File: src/rtl/prefetch_pkg.sv
// rtl/prefetch_pkg.sv - shared prefetch types and address helper
//   prefetch_state_t : fetch FSM states
//   phys_addr()      : real-mode segment:offset to 20-bit physical address
package prefetch_pkg;

    typedef enum logic [1:0] {
        IDLE,
        FETCH,
        ABORT
    } prefetch_state_t;

    // Segment shifted by 4 plus offset; the carry out of bit 19 is dropped,
    // so addresses wrap silently at 1 MiB.
    function automatic logic [19:0] phys_addr(input logic [15:0] cs, input logic [15:0] ip);
        return {cs, 4'b0000} + {4'b0000, ip};
    endfunction

endpackage

File: src/rtl/prefetch_fifo.sv
// rtl/prefetch_fifo.sv - circular byte queue, 2-byte write port, 1-byte read port
//   clk, reset      : clock, asynchronous active-high reset
//   wr_en[1:0]      : bit0 pushes wr_data[7:0], bit1 pushes wr_data[15:8] (low first)
//   wr_data[15:0]   : fetched word
//   rd_en           : pop head byte (ignored when empty)
//   flush           : empty the queue; wins over pushes and pops
//   rd_data[7:0]    : head byte
//   count           : occupancy in bytes
module prefetch_fifo #(
    parameter int DEPTH = 6,
    parameter int CW    = $clog2(DEPTH + 1)
) (
    input  logic          clk,
    input  logic          reset,
    input  logic [1:0]    wr_en,
    input  logic [15:0]   wr_data,
    input  logic          rd_en,
    input  logic          flush,
    output logic [7:0]    rd_data,
    output logic [CW-1:0] count
);

    localparam int PW = $clog2(DEPTH);
    localparam logic [PW:0] DEPTH_W = (PW + 1)'(DEPTH);

    logic [7:0]    mem [DEPTH];
    logic [PW-1:0] wr_ptr;
    logic [PW-1:0] rd_ptr;
    logic          rd_fire;
    logic [1:0]    n_wr;

    // Pointer advance modulo DEPTH (DEPTH need not be a power of two).
    function automatic logic [PW-1:0] ptr_add(input logic [PW-1:0] p, input logic [1:0] n);
        logic [PW:0] s;
        s = {1'b0, p} + (PW + 1)'(n);
        if (s >= DEPTH_W) begin
            s = s - DEPTH_W;
        end
        return s[PW-1:0];
    endfunction

    assign rd_fire = rd_en && (count != '0);
    assign n_wr    = {1'b0, wr_en[0]} + {1'b0, wr_en[1]};
    assign rd_data = mem[rd_ptr];

    always_ff @(posedge clk or posedge reset) begin
        if (reset) begin
            mem    <= '{default: '0};
            wr_ptr <= '0;
            rd_ptr <= '0;
            count  <= '0;
        end else if (flush) begin
            wr_ptr <= '0;
            rd_ptr <= '0;
            count  <= '0;
        end else begin
            if (wr_en[0]) begin
                mem[wr_ptr] <= wr_data[7:0];
            end
            // High byte lands after the low byte when both are pushed.
            if (wr_en[1]) begin
                mem[ptr_add(wr_ptr, {1'b0, wr_en[0]})] <= wr_data[15:8];
            end
            wr_ptr <= ptr_add(wr_ptr, n_wr);
            if (rd_fire) begin
                rd_ptr <= ptr_add(rd_ptr, 2'd1);
            end
            count <= count + CW'(n_wr) - CW'(rd_fire);
        end
    end

endmodule

File: src/rtl/prefetch_unit.sv
// rtl/prefetch_unit.sv - instruction prefetcher feeding a byte queue from cs:ip
//   clk, reset              : clock, asynchronous active-high reset
//   cs, new_ip, load_new_ip : code segment, jump target, flush/restart pulse
//   stall                   : block new fetches
//   instr_m_addr/access     : registered word request to the arbiter
//   instr_m_data_in/ack     : returned word and completion strobe
//   q_data, q_valid, q_rd_en: head byte, non-empty flag, pop
module prefetch_unit
    import prefetch_pkg::*;
#(
    parameter int QUEUE_DEPTH = 6
) (
    input  logic        clk,
    input  logic        reset,
    input  logic [15:0] cs,
    input  logic [15:0] new_ip,
    input  logic        load_new_ip,
    input  logic        stall,
    output logic [18:0] instr_m_addr,
    input  logic [15:0] instr_m_data_in,
    output logic        instr_m_access,
    input  logic        instr_m_ack,
    output logic [7:0]  q_data,
    output logic        q_valid,
    input  logic        q_rd_en
);

    localparam int CW = $clog2(QUEUE_DEPTH + 1);

    prefetch_state_t state;
    logic [15:0]     fetch_ip;
    logic            req_odd;      // parity of the offset of the request in flight
    logic [CW-1:0]   fifo_count;
    logic            ack_take;
    logic [1:0]      wr_en;
    logic            pop;
    logic [CW:0]     occ_after;
    logic [CW:0]     free_after;
    logic            can_start;
    logic [15:0]     next_ip;
    logic [19:0]     next_phys;

    // Only a live FETCH consumes ack data; a flush in the same cycle drops it.
    assign ack_take  = (state == FETCH) && instr_m_ack && !load_new_ip;
    assign wr_en     = ack_take ? (req_odd ? 2'b10 : 2'b11) : 2'b00;
    assign pop       = q_rd_en && q_valid;

    // Occupancy as it will be after this edge, so the next request is only
    // issued when two bytes of room are guaranteed.
    always_comb begin
        occ_after = '0;
        if (!load_new_ip) begin
            occ_after = {1'b0, fifo_count} + (CW + 1)'(wr_en[0]) + (CW + 1)'(wr_en[1])
                        - (CW + 1)'(pop);
        end
    end

    assign free_after = (CW + 1)'(QUEUE_DEPTH) - occ_after;
    assign can_start  = !stall && (free_after >= (CW + 1)'(2));

    always_comb begin
        next_ip = fetch_ip;
        if (load_new_ip) begin
            next_ip = new_ip;
        end else if (ack_take) begin
            next_ip = fetch_ip + (req_odd ? 16'd1 : 16'd2);
        end
    end

    assign next_phys = phys_addr(cs, next_ip);

    always_ff @(posedge clk or posedge reset) begin
        if (reset) begin
            state          <= IDLE;
            fetch_ip       <= 16'h0000;
            req_odd        <= 1'b0;
            instr_m_access <= 1'b0;
            instr_m_addr   <= '0;
        end else begin
            fetch_ip <= next_ip;
            case (state)
                IDLE: begin
                    if (can_start) begin
                        state          <= FETCH;
                        instr_m_access <= 1'b1;
                        instr_m_addr   <= next_phys[19:1];
                        req_odd        <= next_phys[0];
                    end
                end
                FETCH: begin
                    if (instr_m_ack) begin
                        if (!load_new_ip && can_start) begin
                            instr_m_addr <= next_phys[19:1];
                            req_odd      <= next_phys[0];
                        end else begin
                            state          <= IDLE;
                            instr_m_access <= 1'b0;
                        end
                    end else if (load_new_ip) begin
                        // Request must stay asserted with its original address.
                        state <= ABORT;
                    end
                end
                ABORT: begin
                    if (instr_m_ack) begin
                        state          <= IDLE;
                        instr_m_access <= 1'b0;
                    end
                end
                default: begin
                    state          <= IDLE;
                    instr_m_access <= 1'b0;
                end
            endcase
        end
    end

    prefetch_fifo #(
        .DEPTH (QUEUE_DEPTH),
        .CW    (CW)
    ) u_fifo (
        .clk     (clk),
        .reset   (reset),
        .wr_en   (wr_en),
        .wr_data (instr_m_data_in),
        .rd_en   (q_rd_en),
        .flush   (load_new_ip),
        .rd_data (q_data),
        .count   (fifo_count)
    );

    assign q_valid = (fifo_count != '0);

endmodule

File: config.mk
export PLATFORM = sky130hd
export DESIGN_NAME = prefetch_unit
export DESIGN_NICKNAME = d
export VERILOG_FILES = /design/src/rtl/prefetch_pkg.sv /design/src/rtl/prefetch_fifo.sv /design/src/rtl/prefetch_unit.sv
export SDC_FILE = /design/constraint.sdc
export NUM_CORES = 1
export LEC_CHECK = 0
export BUFFER_PORTS_ARGS = -buffer_cell sky130_fd_sc_hd__buf_2
export CORE_MARGIN = 2
export CORE_UTILIZATION = 55
export DETAILED_ROUTE_END_ITERATION = 12
export PLACE_DENSITY = 0.85
export RECOVER_POWER = 25
export SLEW_MARGIN = 20
export SYNTH_ARGS = -nofsm -noshare
export SYNTH_HDL_FRONTEND = slang
export SYNTH_SLANG_ARGS = --single-unit
File: constraint.sdc
create_clock -name clk -period 6 [get_ports clk]
set_input_delay 0.6 -clock clk [delete_from_list [all_inputs] [get_ports clk]]
set_output_delay 0.6 -clock clk [all_outputs]
set_load 0.01 [all_outputs]
==> flow_metrics.env <==
export IMPL_outcome="finished with violations"
export IMPL_violations="max-capacitance violations, max-slew violations"
export IMPL_grt_pass1_vias=4758
export IMPL_synth_top_cell_area_share_pct=39.74
export IMPL_drcViolationCount=0
export IMPL_yosys_area_top_type="dfrtp_1"
export IMPL_yosys_area_share_adder_pct=7.781
export IMPL_hp_class="in -> async"
export IMPL_synthArstFlopShare_pct=100.0
export IMPL_slowest_delay_ps=450
export IMPL_cts_tree="built"
export IMPL_finalSetupTns_ps=0
export IMPL_portBuffers=82
export IMPL_timing_rr_start="state[1]$_DFFE_PP0P_"
export IMPL_overflow=0
export IMPL_holdWs_ps=214.1
export IMPL_cts_setup_buffers=0
export IMPL_hpwl_um=9809
export IMPL_n_fill_cell=817
export IMPL_cts_root_buf="clkbuf_8"
export IMPL_ios=83
export IMPL_relSlewSlack_pct=-160.5
export IMPL_start_util_pct=56.02
export IMPL_path_clk_slew_ps=100
export IMPL_timing_critical_path_from="state[1]$_DFFE_PP0P_"
export IMPL_synth_compound_area_share_pct=12.87
export IMPL_routedWlPerCell_um=16.76
export IMPL_synthMuxAreaShare_pct=17.55
export IMPL_synth_top_family_by_area="multiplexers"
export IMPL_area_delta_synth_final_pct=12.17
export IMPL_crit_arrival_ps=4880
export IMPL_ys_types=56
export IMPL_cp_end_kind="flop"
export IMPL_cp_required_ps=6270
export IMPL_drv_cap=1
export IMPL_synth_seq_cells=96
export IMPL_grt_pass1_wl_um=22440
export IMPL_rows=38
export IMPL_finalSetupViolations=0
export IMPL_antenna_left=0
export IMPL_skew_ps=17.85
export IMPL_synth_edf_count=0
export IMPL_core_sq_mm=0.01079
export IMPL_synth_area_leaders="dfrtp_1 40%, mux2i_1 9.6%, ha_1 5.8%, mux2_4 5.0%, o21ai_0 4.1%"
export IMPL_rr_endpoint="req_odd$_DFFE_PP0P_"
export IMPL_tightest_slew_ps=3908
export IMPL_path_class="reg -> reg"
export IMPL_drive_gt1_share_pct=21.19
export IMPL_vias_per_cell=5.812
export IMPL_powerDensity_mw_per_mm2=378.4
export IMPL_vias=4818
export IMPL_netlist_instances=611
export IMPL_cp_max_fo=20
export IMPL_diodes=0
export IMPL_yosys_cell_count_top_type="dfrtp_1"
export IMPL_htree_num_levels=3
export IMPL_seq_area_frac_synth_pct=39.74
export IMPL_rsz0062_at_grt="false"
export IMPL_peakVddDrop_v=0.0002185
export IMPL_first_pass_iters=5
export IMPL_fin_crit_sh_pct=76.84
export IMPL_initialDrtViolationCount=315
export IMPL_antenna_found_initial=0
export IMPL_synth_top_flop_cell="dfrtp_1"
export IMPL_synthTopCellsByCount="96 x dfrtp_1, 66 x nand2_1, 58 x mux2i_1, 50 x o21ai_0, 46 x nor2_1"
export IMPL_synth_area_sq_mm=0.006046
export IMPL_avgSynthCellArea_sq_um=9.895
export IMPL_gp_congestion=0.8988
export IMPL_nets=772
export IMPL_max_freq_mhz=216.9
export IMPL_grt_max_degree=86
export IMPL_hold_viol=0
export IMPL_synth_xor_area_share_pct=4.491
export IMPL_dieWidth_um=108.8
export IMPL_track_usage_pct=24.44
export IMPL_hold_buffers=0
export IMPL_cts_resized=0
export IMPL_slew_violations=86
export IMPL_syn_nets=699
export IMPL_power_leakage_nw=3.234
export IMPL_r2r_slack_ps=1390
export IMPL_cts_buffer_depth=2
export IMPL_cts_sinks=96
export IMPL_synth_simple_area_share_pct=13.74
export IMPL_clock_latency_ps=390
export IMPL_path_cells="nand4bb_1 > inv_2 > nand2_1 > ha_1 > inv_1 > fa_1 > inv_1 > fa_1 > or3b_1 > a2bb2oi_1 > a32o_1 > o21a_2 > a2111o_1 > buf_4 > mux2_4"
export IMPL_die_h_um=108.8
export IMPL_die_area_sq_mm=0.01185
export IMPL_yosysWarnings=0
export IMPL_period_needed_ps=4611
export IMPL_routed_wl_um=13890
export IMPL_slowest_stage="dfrtp_1"
export IMPL_cts_buffers=9
export IMPL_reg2reg_depth=15
export IMPL_startpoint_type="flop"
## layout by cell type, fill, tap and decap left out, types with 3 or more instances in the layout
cell      netlist  layout
nand4_1         6       6
mux2i_1        58      58
mux2_4         20      20
buf_2           5      82
or2_2           3       3
o211ai_1        5       5
o22ai_1         8       8
a211oi_1        5       5
inv_1          28      27
nor2_1         46      46
xor2_1         19      19
nand3_1        18      18
xnor2_1        12      12
nand2b_1        6       6
nor3_1          4       3
clkbuf_8        0       9
nand2_1        66      66
fa_1            6       6
buf_4           0       5
dfrtp_1        96      96
o21ai_0        50      50
mux4_2          8       8
a21o_1          3       3
nor2b_1         9       9
a21oi_1        44      44
ha_1           28      28
## power breakdown
| group | internal (mW) | total, mW | switching [mW] |
|---|---|---|---|
| clock network | 0.197 | 0.443 | 0.246 |
| registers | 0.827 | 0.961 | 0.134 |
| logic | 0.584 | 1.16 | 0.578 |
## cell families (layout without fill, tap and decap cells)
logic type / after synthesis / count (layout)
xor+xnor: 31 / 31
mux: 86 / 86
buf+inv: 56 / 134
flops: 96 / 96
simple gates: 174 / 174
fa+ha+maj: 34 / 34
compound gates: 134 / 134
## state kept, by name (all words and copies together) (netlist names)
register / cells
instr_m_access: 1
state: 2
u_fifo.count: 3
req_odd: 1
u_fifo.rd_ptr: 3
u_fifo.wr_ptr: 3
fetch_ip: 16
u_fifo.mem: 48
instr_m_addr: 19
## final cells by class
| class | count | area [sq um] | area share (%) |
|---|---|---|---|
| Sequential cell | 96 | 2402 | 35.42 |
| Clock inverter | 7 | 78.83 | 1.162 |
| Clock buffer | 9 | 123.9 | 1.827 |
| Multi-Input combinational cell | 459 | 3430 | 50.57 |
| Tap cell | 140 | 175.2 | 2.583 |
| Inverter | 30 | 113.9 | 1.679 |
| Timing Repair Buffer | 88 | 457.9 | 6.753 |
## metrics by stage
stage	cell area (sq um)	cells	setup WS [ps]	total power [mW]	utilization, %
2_1_floorplan	6046	611	1582	1.790	-
3_3_place_gp	6576	813	1257	2.047	60.93
3_5_place_dp	6576	813	1141	2.121	60.93
4_1_cts	6779	829	1377	2.569	62.81
5_1_grt	6782	829	681.0	2.730	62.83
6_report	6782	829	1390	2.566	62.83
## routing by layer
metal / wire, um / track usage [%] / vias up
met1: 6001 / 30.63 / 2322
met3: 804 / 4.901 / 26
met2: 6816 / 41.88 / 166
met4: 268 / 9.066 / 0
met5: 0 / 0 / -
li1: - / - / 2304
## worst max-delay path by stage
stage | endpoint | slack (ps)
final | req_odd$_DFFE_PP0P_ | 1390
after global routing | u_fifo.mem[0]$_DFFE_PP0N_ | 680
after CTS | instr_m_addr[4]$_DFFE_PP0P_ | 1380
after detailed placement | instr_m_addr[4]$_DFFE_PP0P_ | 1140
after global placement | instr_m_addr[18]$_DFFE_PP0P_ | 1260
after floorplan | instr_m_addr[0]$_DFFE_PP0P_ | 1580
## critical path, delay by kind of cell (launching register included)
family                   cells  cell delay, ps
AO/OA/AOI/OAI                4             950
adder cells (fa/ha/maj)      3            1220
buffers and inverters        4             580
flip-flops                   1             450
multiplexers                 1             330
AND/OR/NAND/NOR              3             950
(Power assumes the default switching activity.)
